===== src/rtl/audio_prefetch.sv =====
// Purpose: prefetches PCM samples from sample memory into a FWFT FIFO feeding the serializer.
// Latency: memory data lands in the FIFO 2 cycles after the read is issued (renb -> data -> push).
// Backpressure: reads stall while FIFO count plus in-flight reads reaches DEPTH; i_ready pops the head.
// Build option: define AUDIO_PREFETCH_LOOP_EN to loop playback from LAST_ADDR back to address 0.
module audio_prefetch #(
  parameter int ADDR_W = 16,
  parameter int DATA_W = 16,
  parameter int DEPTH  = 8,
  parameter logic [ADDR_W-1:0] LAST_ADDR = 16'hFFFF
) (
  input  logic              i_clk,
  input  logic              i_rst_n,
  input  logic              i_start,
  input  logic              i_stop,
  output logic [ADDR_W-1:0] o_mem_addr,
  output logic              o_mem_renb,
  input  logic [DATA_W-1:0] i_mem_data,
  output logic [DATA_W-1:0] o_sample,
  output logic              o_valid,
  input  logic              i_ready,
  output logic              o_busy,
  output logic              o_done,
  output logic              o_underrun
);

  localparam int PW = $clog2(DEPTH);
  localparam int CW = PW + 1;

  typedef enum logic [1:0] {S_IDLE, S_RUN, S_DRAIN, S_DONE} state_t;

  state_t            state, state_nxt;
  logic [ADDR_W-1:0] addr;
  logic              in_flight;
  logic [DATA_W-1:0] fifo_mem [DEPTH];
  logic [PW-1:0]     wr_ptr, rd_ptr;
  logic [CW-1:0]     count;
  logic [CW-1:0]     occupancy;

  logic start_acc, abort, flush, push, pop, last_rd;

  // A start is only honoured from IDLE and loses to a simultaneous stop.
  assign start_acc = (state == S_IDLE) && i_start && !i_stop;
  assign abort     = o_busy && i_stop;
  assign flush     = start_acc || abort;
  // Read data returning after an abort is dropped rather than pushed.
  assign push      = in_flight && !abort;
  assign pop       = o_valid && i_ready;

  // Slots already promised to outstanding reads count against FIFO space.
  assign occupancy  = count + CW'(in_flight);
  assign o_mem_renb = (state == S_RUN) && (occupancy < CW'(DEPTH));
  assign last_rd    = o_mem_renb && (addr == LAST_ADDR);

  assign o_mem_addr = addr;
  assign o_valid    = (count != '0);
  assign o_sample   = fifo_mem[rd_ptr];
  assign o_busy     = (state == S_RUN) || (state == S_DRAIN);
  assign o_done     = (state == S_DONE);

  // State register.
  always_ff @(posedge i_clk or negedge i_rst_n) begin
    if (!i_rst_n) state <= S_IDLE;
    else          state <= state_nxt;
  end

  // Next-state logic; stop always overrides end-of-data handling.
  always_comb begin
    state_nxt = state;
    unique case (state)
      S_IDLE:  if (start_acc) state_nxt = S_RUN;
      S_RUN: begin
        if (i_stop) state_nxt = S_IDLE;
`ifdef AUDIO_PREFETCH_LOOP_EN
        else        state_nxt = S_RUN;
`else
        else if (last_rd) state_nxt = S_DRAIN;
`endif
      end
      S_DRAIN: begin
        if (i_stop) state_nxt = S_IDLE;
        else if ((count == '0) && !in_flight) state_nxt = S_DONE;
      end
      S_DONE:  state_nxt = S_IDLE;
      default: state_nxt = S_IDLE;
    endcase
  end

  // Read address: post-increment per read; at LAST_ADDR either wrap (loop) or hold.
  always_ff @(posedge i_clk or negedge i_rst_n) begin
    if (!i_rst_n) begin
      addr <= '0;
    end else if (start_acc) begin
      addr <= '0;
    end else if (o_mem_renb) begin
`ifdef AUDIO_PREFETCH_LOOP_EN
      addr <= last_rd ? '0 : addr + ADDR_W'(1);
`else
      addr <= last_rd ? addr : addr + ADDR_W'(1);
`endif
    end
  end

  // Tracks the single-cycle memory latency; cleared on abort to discard the return.
  always_ff @(posedge i_clk or negedge i_rst_n) begin
    if (!i_rst_n)   in_flight <= 1'b0;
    else if (abort) in_flight <= 1'b0;
    else            in_flight <= o_mem_renb;
  end

  // FIFO pointers and count; flush wins over push/pop.
  always_ff @(posedge i_clk or negedge i_rst_n) begin
    if (!i_rst_n) begin
      wr_ptr <= '0;
      rd_ptr <= '0;
      count  <= '0;
    end else if (flush) begin
      wr_ptr <= '0;
      rd_ptr <= '0;
      count  <= '0;
    end else begin
      if (push) wr_ptr <= wr_ptr + PW'(1);
      if (pop)  rd_ptr <= rd_ptr + PW'(1);
      unique case ({push, pop})
        2'b10:   count <= count + CW'(1);
        2'b01:   count <= count - CW'(1);
        default: count <= count;
      endcase
    end
  end

  // FIFO storage; cleared on reset so the head reads 0 until the first push.
  always_ff @(posedge i_clk or negedge i_rst_n) begin
    if (!i_rst_n) begin
      for (int i = 0; i < DEPTH; i++) fifo_mem[i] <= '0;
    end else if (push) begin
      fifo_mem[wr_ptr] <= i_mem_data;
    end
  end

  // Sticky starvation flag: serializer asked for data the FIFO did not have.
  always_ff @(posedge i_clk or negedge i_rst_n) begin
    if (!i_rst_n)                                      o_underrun <= 1'b0;
    else if (start_acc)                                o_underrun <= 1'b0;
    else if ((state == S_RUN) && i_ready && !o_valid)  o_underrun <= 1'b1;
  end

endmodule


===== config.mk =====
export PLATFORM = sky130hd
export DESIGN_NAME = audio_prefetch
export DESIGN_NICKNAME = d
export VERILOG_FILES = /design/src/rtl/audio_prefetch.sv
export SDC_FILE = /design/constraint.sdc
export NUM_CORES = 1
export LEC_CHECK = 0
export ABC_AREA = 1
export CORE_MARGIN = 3
export CORE_UTILIZATION = 53
export DETAILED_ROUTE_END_ITERATION = 12
export GPL_ROUTABILITY_DRIVEN = 0
export HOLD_SLACK_MARGIN = 0.03
export PLACE_DENSITY = 0.76
export SLEW_MARGIN = 20
export SYNTH_ARGS = -nofsm -noshare
export SYNTH_HDL_FRONTEND = slang
export SYNTH_SLANG_ARGS = --single-unit

===== constraint.sdc =====
create_clock -name i_clk -period 1.9 [get_ports i_clk]
set_input_delay 0.38 -clock i_clk [delete_from_list [all_inputs] [get_ports i_clk]]
set_output_delay 0.38 -clock i_clk [all_outputs]
set_load 0.1 [all_outputs]

After elaboration in Yosys (flattened, before gate mapping)
Cells that the tools add are included.

Memories: 0. Memory bits (read-only): 0. Bits in writable memories: 0. Word-level logic and storage cells: 88. Bits in registers: 158. Output and inout port bits: 37. Bits in latches: 0. Input port bits: 21.

Reductions and logical operators: 27. Shift operators: 0. Mux-type cells: 24. Equal/unequal tests: 10. Add/sub/neg operators: 6. Bitwise gates (word level): 2. Multiply operators: 0. $lt $le $gt $ge: 4. Divide/modulo/power cells: 0.

Operators with widths (number): bitwise mux 128 bit (1); two-way mux 16 bit (6); binary-select mux 16 bit (select 3 bit) (1); demux 16 bit (select 3 bit) (1); adder 16 x 1 -> 16 bit (second input constant) (1); equality test 16 bit (second input constant) (1); two-way mux 3 bit (4); logical AND 1 bit (11); two-way mux 2 bit (5); greater-or-equal comparator 4 bit (second input constant) (2); inverter 3 -> 4 bit (2); one-hot mux 2 bit (4 select lines) (1); one-hot mux 4 bit (2 select lines) (1); nonzero test 2 bit (4); adder 3 x 1 -> 3 bit (second input constant) (2); equality test 2 bit (second input constant) (3); adder 4 x 1 -> 4 bit (1); adder 4 x 1 -> 4 bit (second input constant) (1); equality test 2 x 1 -> 1 bit (second input constant) (2); logical NOT 1 bit (4); logical NOT 4 bit (1); less-than comparator 4 x 1 -> 1 bit (second input constant) (1); less-than comparator 4 bit (second input constant) (1); two-way mux 4 bit (1); 11 further kinds (15).

Logic depth before layout (Yosys ltp)
Gate-level depths: netlist (run 1).

Depth after elaboration: 8. Mapped depth: 14. Mapped depth without buffers: 14.

Worst setup path after synthesis (run 1)
No wires, ideal clock.

Path kind: flip-flop to output port. Start point: register rd_ptr[0]. End point: output port o_sample[4]. Stages on the path, launching flop included: 6. Buffers on the path: 2. Slack: -1162 ps. Required time: 1520 ps. Data arrival time: 2682 ps. Path through: dfrtp_1 > buf_2 > buf_1 > a21oi_1 > o21ai_0 > a31oi_1.

Word-level cells in the longest chain between the ends: 4.

RTL lines: from (decl) (RTL line 35) `logic [PW-1:0] wr_ptr, rd_ptr;`; from (signal assigned) (RTL line 122) `if (pop) rd_ptr <= rd_ptr + PW'(1);`; inverter 3 -> 4 bit (not written as such) (RTL line 56) `assign o_sample = fifo_mem[rd_ptr];`; binary-select mux 16 bit (select 3 bit) (RTL line 56); two-way mux 16 bit (not written as such) (2 in a row) (RTL line 56); to (decl) (RTL line 18) `output logic [DATA_W-1:0] o_sample,`.

Every way passes these cells. The select of a mux whose other input is x is not followed.

Worst setup path in the final report (run 1)
Ends and elaborated chain as after synthesis.

==> flow_summary.ini, run 1 <==
[synth]
synth.avg_cell_area_um2 = 8.09
synth_compound_area_share_pct = 19.2
synthesis.nets = 977
synth_cells = 946
synth_area_um2 = 7650
muxShareOfSynthArea_pct = 0
ys_types = 31
synth_xor_area_share_pct = 1.03
ys_warn_count = 0
synthAdderAreaFrac_pct = 1.64
synth-simple-area-share_pct = 18.4
synth_top_family_by_area = compound AO/OA/AOI/OAI gates
seq_area_frac_synth_pct = 51.7
ys_ff_latch = 158

[worst_hold_path]
hold_class = input pin to asynchronous set/reset pin

[critical_path]
r2r-end = count[3]
path_max_fanout = 10
cp.required_ns = 1.52
r2r-start = state[0]
start_kind = flip-flop
end_kind = output port
r2r_cells = 13
worstSetupPathType = flip-flop to output port
critPathArrivalTime_ns = 2.05
reg2reg_setup_slack_ns = 0.10

[clock_network]
cts_buffers = 17
cts_tree = built
cts.path.max_buffers = 2
clockRootBuffer = clkbuf_16
clock-sinks = 158
cts_max_level = 4
clk_pin_slew_worst_paths_ns = 0.06
clk_latency_ns = 0.42

[final_layout]
register_area_um2 = 3980
drive_gt1_share_pct = 25.1
layout_commonest_cell = nand2_1
area_delta_synth_final_pct = 41.1
final_cell_mix = nand2_1 (198), dfrtp_1 (141), o21ai_0 (116), inv_1 (93), nor2_1 (70)
multi_input_area_um2 = 3660
finish.utilization_pct = 77.2
fill_cells = 880
n_antenna_cell = 0
nNetsFinal = 1079

[routing]
routed_wl_um = 21300
drtPass1Iterations = 6
drt_iter0_markers = 662
vias = 7154
vias_per_cell = 5.77
post_drt_wl_per_cell_um = 17.2
antenna_left = 0
drc = 0

[sta]
fin_ws_ns = -0.534
hold_violations = 0
setup-tns-final_ns = -7.83
setup_viol = 16
relSlewSlack_pct = 69.4
drv_slew = 0
worst_pin_slew_ns = 0.455
skew_ns = 0.00463
hold_ws_ns = 0.435
clock.fmax_mhz = 411
rsz0062_at_grt = yes
fin_crit_sh_pct = 128
period_needed_ns = 2.43

[placement]
dpl_worst_slack_ns = -0.118
post-dp-hpwl_um = 12400
portBuffers = 57

[pwr]
leakage_nw = 4.78
power_density_nw_per_um2 = 2090
peakVddDrop_uv = 1760
fin_total_pwr_mw = 22.6

[global_routing]
antenna_found_initial = 0
grt_pass1_wl_um = 33700
globalRouteOverflowTotal = 0
grt_max_degree = 52
grt_pass1_vias = 6824
grtUsageTotal_pct = 26.0

[outcome]
violations = negative setup slack
status = finished with violations

[floorplan]
fp-row-count = 43
die_h_um = 126
start_util_pct = 54.7
ios = 58
fp.dieW_um = 126
die_area_um2 = 15900
core_area_um2 = 14000

[flow_run]
drv_cap = 0
## kinds of logic (layout without fill, tap and decap cells)
kind of cell,count (synthesis),in the layout
and+or+nand+nor,334,334
AOI/OAI and AO/OA,280,280
buffers and inverters,155,269
adders and majority gates,10,10
xor gates and xnor gates,9,9
DFF,158,158
## worst max path at each step
stage	start	to	cells past startpoint
after floorplan	state[0]	count[3]	13
after CTS	rd_ptr[0]	o_sample[3]	7
after global routing	rd_ptr[0]	o_sample[0]	7
after detailed placement	i_stop	count[3]	12
after global placement	i_stop	count[3]	12
final	rd_ptr[0]	o_sample[4]	8
## synth_stat cells, drive strengths merged
library cell / count / area share [%]
dfrtp: 158 / 52
buf: 19 / 1.4
a21oi: 54 / 3.5
nor3b: 1 / 0.098
nand3: 22 / 1.4
or2: 1 / 0.082
o31ai: 1 / 0.098
nor3: 6 / 0.39
nor4: 4 / 1.0
nand4: 12 / 0.98
xor2: 7 / 0.80
xnor2: 2 / 0.23
inv: 104 / 5.1
clkinv: 2 / 0.098
nor2: 83 / 4.1
o211ai: 16 / 1.6
a22oi: 1 / 0.098
ha: 10 / 1.6
a31oi: 16 / 1.3
clkbuf: 30 / 1.5
o21ai: 192 / 13
nand2: 204 / 10
nand3b: 1 / 0.098
## routing by layer
layer	global-route usage, %	vias up	routed length (um)
met3	4.88	50	1410
met1	35.5	3471	8950
li1	-	3322	-
met5	0	-	0
met4	8.58	0	529
met2	42.2	311	10400
## registers in the layout (all words and copies together) (netlist names)
signal      count
count           4
o_mem_addr     16
in_flight       1
rd_ptr          3
fifo_mem      128
state           2
o_underrun      1
wr_ptr          3
## repair_timing
item                       in CTS  in global routing
setup endpoints to repair      17                 42
gates cloned                    2                  6
hold endpoints to repair       37                  0
pin swaps                       2                 45
hold buffers                    1                  0
gates resized for setup        14                 42
buffers inserted                1                 15
## metrics by stage
| step | instances | cell area [um^2] |
|---|---|---|
| 5_1_grt | 1240 | 10800 |
| 2_1_floorplan | 946 | 8260 |
| 3_3_place_gp | 1184 | 9680 |
| 6_report | 1240 | 10800 |
| 4_1_cts | 1219 | 10400 |
| 3_5_place_dp | 1184 | 9680 |
## area by class of cell
class / count / share of cell area (%)
clock buffer: 26 / 4.81
clock inverter: 5 / 1.16
inverter: 106 / 3.78
multi-input combinational: 633 / 33.9
sequential: 158 / 36.9
tap: 180 / 2.09
timing repair buffer: 132 / 17.4
## power by group
| group | internal [mW] | switching (mW) | leakage (nW) |
|---|---|---|---|
| sequential | 4.50 | 0.787 | 1.89 |
| clock | 2.40 | 1.31 | 0.317 |
| combinational | 5.23 | 8.34 | 2.57 |
## critical path, stage by stage (launching register included)
cell	delay, ns
dfrtp_4	0.52
buf_8	0.16
buf_4	0.17
a21oi_1	0.13
o21ai_0	0.08
o21ai_0	0.09
nor2_1	0.10
a31oi_4	0.18
buf_12	0.20
(Power assumes the default switching activity.)
==> run 2, diff against run 1 <==
--- a/config.mk
+++ b/config.mk
@@ -7,7 +7,7 @@
 export LEC_CHECK = 0
 export ABC_AREA = 1
 export CORE_MARGIN = 3
-export CORE_UTILIZATION = 53
+export CORE_UTILIZATION = 55
 export DETAILED_ROUTE_END_ITERATION = 12
 export GPL_ROUTABILITY_DRIVEN = 0
 export HOLD_SLACK_MARGIN = 0.03
==> constraint.sdc (replaced) <==
create_clock -name i_clk -period 2.9 [get_ports i_clk]
set_input_delay 0.58 -clock i_clk [delete_from_list [all_inputs] [get_ports i_clk]]
set_output_delay 0.58 -clock i_clk [all_outputs]
set_load 0.1 [all_outputs]
==> run 2 against run 1 <==
Against the previous run: utilization fell by 8.1 points; highest routed layer unchanged; design area fell by 14%; the flow now finishes without violations; register-to-register slack improved by 0.60 ns.
==> flow_summary.ini, run 2 (synthesis gave the netlist of run 1 again) <==
[critical_path]
worst_path_max_delay_cell = dfrtp_4
r2r_cells = 13
worstPathCellList = buf_12 -> a21oi_1 -> o21ai_0 -> o21ai_0 -> nor2_1 -> a31oi_2 -> buf_12
end_kind = output port
cpPeakStageDelay_ns = 0.60
critPathArrivalTime_ns = 2.21
start_kind = flip-flop
cp.required_ns = 2.32
path_max_fanout = 53
worstSetupPathType = flip-flop to output port

[routing]
routed_wl_um = 19000
vias_per_cell = 5.65
drtPass1Iterations = 5
drt_iter0_markers = 706
post_drt_wl_per_cell_um = 16.1
vias = 6679
antenna_left = 0
drc = 0

[global_routing]
grt_pass1_vias = 6577
antenna_found_initial = 0
grt_pass1_wl_um = 31400
globalRouteOverflowTotal = 0
grt_max_degree = 68
grtUsageTotal_pct = 26.4

[final_layout]
multi_input_area_um2 = 3190
drive_gt1_share_pct = 12.0
final_cell_mix = nand2_1 (201), o21ai_0 (164), dfrtp_1 (156), inv_1 (99), nor2_1 (83)
fill_cells = 1057
n_antenna_cell = 0
stdcell_area_um2 = 9260
finish.utilization_pct = 69.1
nNetsFinal = 1028
layout_commonest_cell = nand2_1
register_area_um2 = 3960
area_delta_synth_final_pct = 21.0
largest_reg_flops = 128
regMostFlops = fifo_mem

[sta]
fin_crit_sh_pct = 96.2
skew_ns = 0.00537
hold_violations = 0
worst_pin_slew_ns = 0.646
relSlewSlack_pct = 56.9
clock.fmax_mhz = 358
setup_viol = 0
rsz0062_at_grt = no
drv_slew = 0
period_needed_ns = 2.79
setup-tns-final_ns = 0

[clock_network]
cts_buffers = 17
cts_max_level = 4
cts_tree = built
clock-sinks = 158
clk_latency_ns = 0.42
cts.path.max_buffers = 2
clk_pin_slew_worst_paths_ns = 0.06
clockRootBuffer = clkbuf_16

[floorplan]
core_area_um2 = 13400
die_area_um2 = 15400
start_util_pct = 57.1
fp.dieW_um = 124
ios = 58
die_h_um = 124
fp-row-count = 42

[placement]
portBuffers = 57
post-dp-hpwl_um = 11800
placed_cell_area_um2 = 8670

[worst_hold_path]
hold_class = input pin to asynchronous set/reset pin

[flow_run]
drv_cap = 0

[outcome]
status = completed
-- run 2: cell types whose count changed in the layout (fill, tap and decap cells not counted), moves of 14 or more --
cell | before | now
dfrtp_1 | 141 | 156
dfrtp_2 | 14 | 0
a21oi_2 | 26 | 0
a31oi_2 | 0 | 16
o21ai_2 | 20 | 0
o21ai_1 | 56 | 28
a21oi_1 | 24 | 54
o21ai_0 | 116 | 164
a31oi_4 | 16 | 0
buf_12 | 55 | 20
-- run 2: path summary, 6_finish.rpt --
check	from	end	slack, ns
worst max-delay path	rd_ptr[0]	o_sample[12]	0.11
worst min-delay path	i_rst_n	fifo_mem[74]	0.17
worst max register to register	state[0]	count[3]	0.70
worst min register to register	fifo_mem[17]	fifo_mem[17]	0.48
max in group asynchronous	i_rst_n	fifo_mem[43]	2.03
min in group i_clk	fifo_mem[17]	fifo_mem[17]	0.48
-- run 2: layer usage --
metal,track usage [%],wire length [um],share of wire [%]
met5,0,0,0
met2,44.5,9490,50
met3,5.59,1080,5.7
met4,9.17,269,1.4
met1,34.1,8170,43
-- run 2: cell type report --
| type | instances | area share (%) |
|---|---|---|
| clock inverters | 7 | 0.960 |
| multi-input cells | 633 | 34.4 |
| flip-flops and latches | 158 | 42.8 |
| inverters | 106 | 4.33 |
| repair buffers | 81 | 9.91 |
| well taps | 176 | 2.38 |
| clock buffers | 21 | 5.19 |
-- run 2: timing repair --
item,in CTS,in global routing
setup buffers,0,1
resized for setup,0,2
setup endpoints to repair,0,16
hold buffers,0,0
-- run 2: worst max-delay path, delay by kind of cell, from the launching register on --
family / cells / cell delay, ns
buffers and inverters: 2 / 0.45
flip-flops: 1 / 0.60
AND/OR/NAND/NOR: 1 / 0.07
AO/OA/AOI/OAI: 4 / 0.65
-- run 2: stage by stage --
stage                     hold slack (ns)  setup slack, ns  instances
after detailed placement            0.468            0.395       1153
final                               0.168            0.109       1182
after global placement              0.460            0.450       1153
after global routing                0.201         0.000411       1182
after CTS                           0.181           0.0219       1181
after floorplan                     0.284            0.111        946
Power of run 2 is not shown: default switching activity piles up to over one toggle a cycle in this logic, so the estimate is an artifact.
==> edit, RTL diff (flow settings as in run 2) <==
Change the parameter `DEPTH` from 8 to 16.
--- a/src/rtl/audio_prefetch.sv
+++ b/src/rtl/audio_prefetch.sv
@@ -7,3 +7,3 @@
   parameter int DATA_W = 16,
-  parameter int DEPTH  = 8,
+  parameter int DEPTH  = 16,
   parameter logic [ADDR_W-1:0] LAST_ADDR = 16'hFFFF
Behaviour: no difference found for any inputs over 4 cycles, from zero or initial values and one cycle with i_rst_n low; that may be too few to reach the edited logic, so the function may still have changed.
==> edit against run 2 <==
Clock skew up 0.012 ns. Die area up 78%. Area after synthesis up 83%. Count of clock-buffer cells in the layout up 19. Cell count up 64%. Routed wire length up 90%. Critical path type unchanged. Design area up 76%. Critical endpoint is now o_sample[14]. Sequential cell count up 131. Global-route usage up 0.51 points. Setup slack worse by 0.053 ns. Worst hold slack better by 0.33 ns. Highest routed layer unchanged.
==> edit: results (changes against run 2) <==
outcome:
  status: "complete, no violations"
placed_design:
  placedInstanceArea_sq_mm: 0.01513  # +75%
  dp_hpwl_mm: 22.10  # +87%
  place_ws_ns: 0.2725  # -0.1222 ns
  placed_cells: 1869  # +62%
layout:
  nonClkBufAreaFrac_pct: 8.072  # -1.8 points
  num-nets-final: 1623  # +58%
  nClkBuffers: 40  # +90%
  nFillCells: 1914  # +81%
  multiInputGateArea_sq_mm: 0.005741  # +80%
  seq_share_pct: 44.34  # +1.5 points
  clkCellAreaFrac_pct: 6.056  # -0.095 points
  fin_area_sq_mm: 0.01632  # +76%
  buffers: 119  # +47%
  multi_input_gates: 983  # +55%
  num-nonclk-inverters: 166  # +57%
  layout-drive-gt1-share_pct: 20.22  # +8.2 points
  largest_reg_flops: 256  # +100%
cts:
  post_cts_resized: 6  # +6
  postCtsSetupBuffers: 5  # +5
  cts_made_buffers: 30  # +13
  clockRootBuffer: "clkbuf_16"
  htreeDepth: 1  # -3
  clk_path_buf_depth: 3  # +1
  cts_hold_buffers: 1  # +1
  insertion_delay_ns: 0.57  # +0.15 ns
drt:
  drt-total-wl_mm: 36.18  # +90%
  drt-initial-drc-count: 988  # +40%
  drt-wirelength-per-cell_microns: 18.68  # +16%
  route.detailed.vias_per_inst: 5.818  # +3.0%
global_routing:
  grtUsageMet3_pct: 4.240  # -1.3 points
  track_usage_pct: 26.94  # +0.51 points
  grt_pass1_vias: 11290  # +72%
  antenna_found_initial: 1  # +1
  use_met1_pct: 35.75  # +1.6 points
  grt_max_degree: 67  # -1.5%
  grt_util_met2_pct: 44.61  # +0.14 points
  grt_pass1_wl_mm: 58.26  # +85%
logic_synthesis:
  synth_cell_types: 38  # +23%
  synth_area_leaders: "dfrtp_1 (52%), mux2_2 (11%), o21ai_0 (8.7%)"
  ys_warn_count: 0  # unchanged
  seq_area_frac_synth_pct: 51.65  # about the same
  synth_commonest_cells: "dfrtp_1 (289), nand2_1 (277), o21ai_0 (244)"
  syn_inst: 1537  # +62%
  ys_ff_latch: 289  # +83%
sta:
  worstMarginPinSlew_ns: 0.6404  # -0.005671 ns
  fin_worst_skew_ns: 0.01732  # +0.01195 ns
power_and_ir_drop:
  leakage_nw: 7.761
setup_path:
  crit_family: "buffers and inverters"
  worstPathMaxFanout: 44  # -17%
  crit_path_max_incr_delay_ns: 0.52  # -0.08 ns
floorplanning:
  die_w_microns: 165.6  # +34%
==> edit: changes by cell type after synthesis, sizes merged, moves of 20 or more <==
cell,run 2,this run
a21oi,54,99
buf,19,39
clkbuf,30,60
dfrtp,158,289
inv,104,163
mux2,0,135
nand2,204,280
nand3,22,84
nor2,83,57
o21ai,192,245
==> edit: logic make-up after synthesis <==
family / Yosys count / synth area share [%]
buffers and inverters: 265 / 7.667
adders and majority gates: 13 / 1.162
muxes: 135 / 10.86
xor gates and xnor gates: 12 / 0.7506
and+or+nand+nor: 458 / 14.32
DFF: 289 / 51.65
AOI/OAI and AO/OA: 365 / 13.59
==> edit: metal layers <==
layer | vias to the layer above | part of all wire [%]
met4 | 0 | 3.6
met3 | 90 | 7.2
met5 | - | 0
li1 | 5202 | -
met1 | 5503 | 41
met2 | 475 | 48
==> edit: path summary, 6_finish.rpt <==
path / slack [ns] / cells after the start / endpoint
setup / recovery: 0.06 / 8 / o_sample[14]
hold / removal: 0.50 / 1 / fifo_mem[11]
setup reg to reg: 0.47 / 10 / fifo_mem[17]
hold reg to reg: 0.50 / 1 / fifo_mem[11]
max in group asynchronous: 1.49 / 3 / fifo_mem[252]
min in group asynchronous: 0.57 / 2 / fifo_mem[98]
==> edit: power groups by stage <==
| stage | logic (mW) | clock network, mW | registers [mW] |
|---|---|---|---|
| 4_1_cts | 7.73 | 3.84 | 5.13 |
| 3_5_place_dp | 7.56 | 0 | 5.22 |
| 5_1_grt | 8.33 | 4.03 | 5.22 |
| 6_report | 7.84 | 3.80 | 5.13 |
| 3_3_place_gp | 7.44 | 0 | 5.19 |
| 2_1_floorplan | 4.75 | 0 | 5.53 |
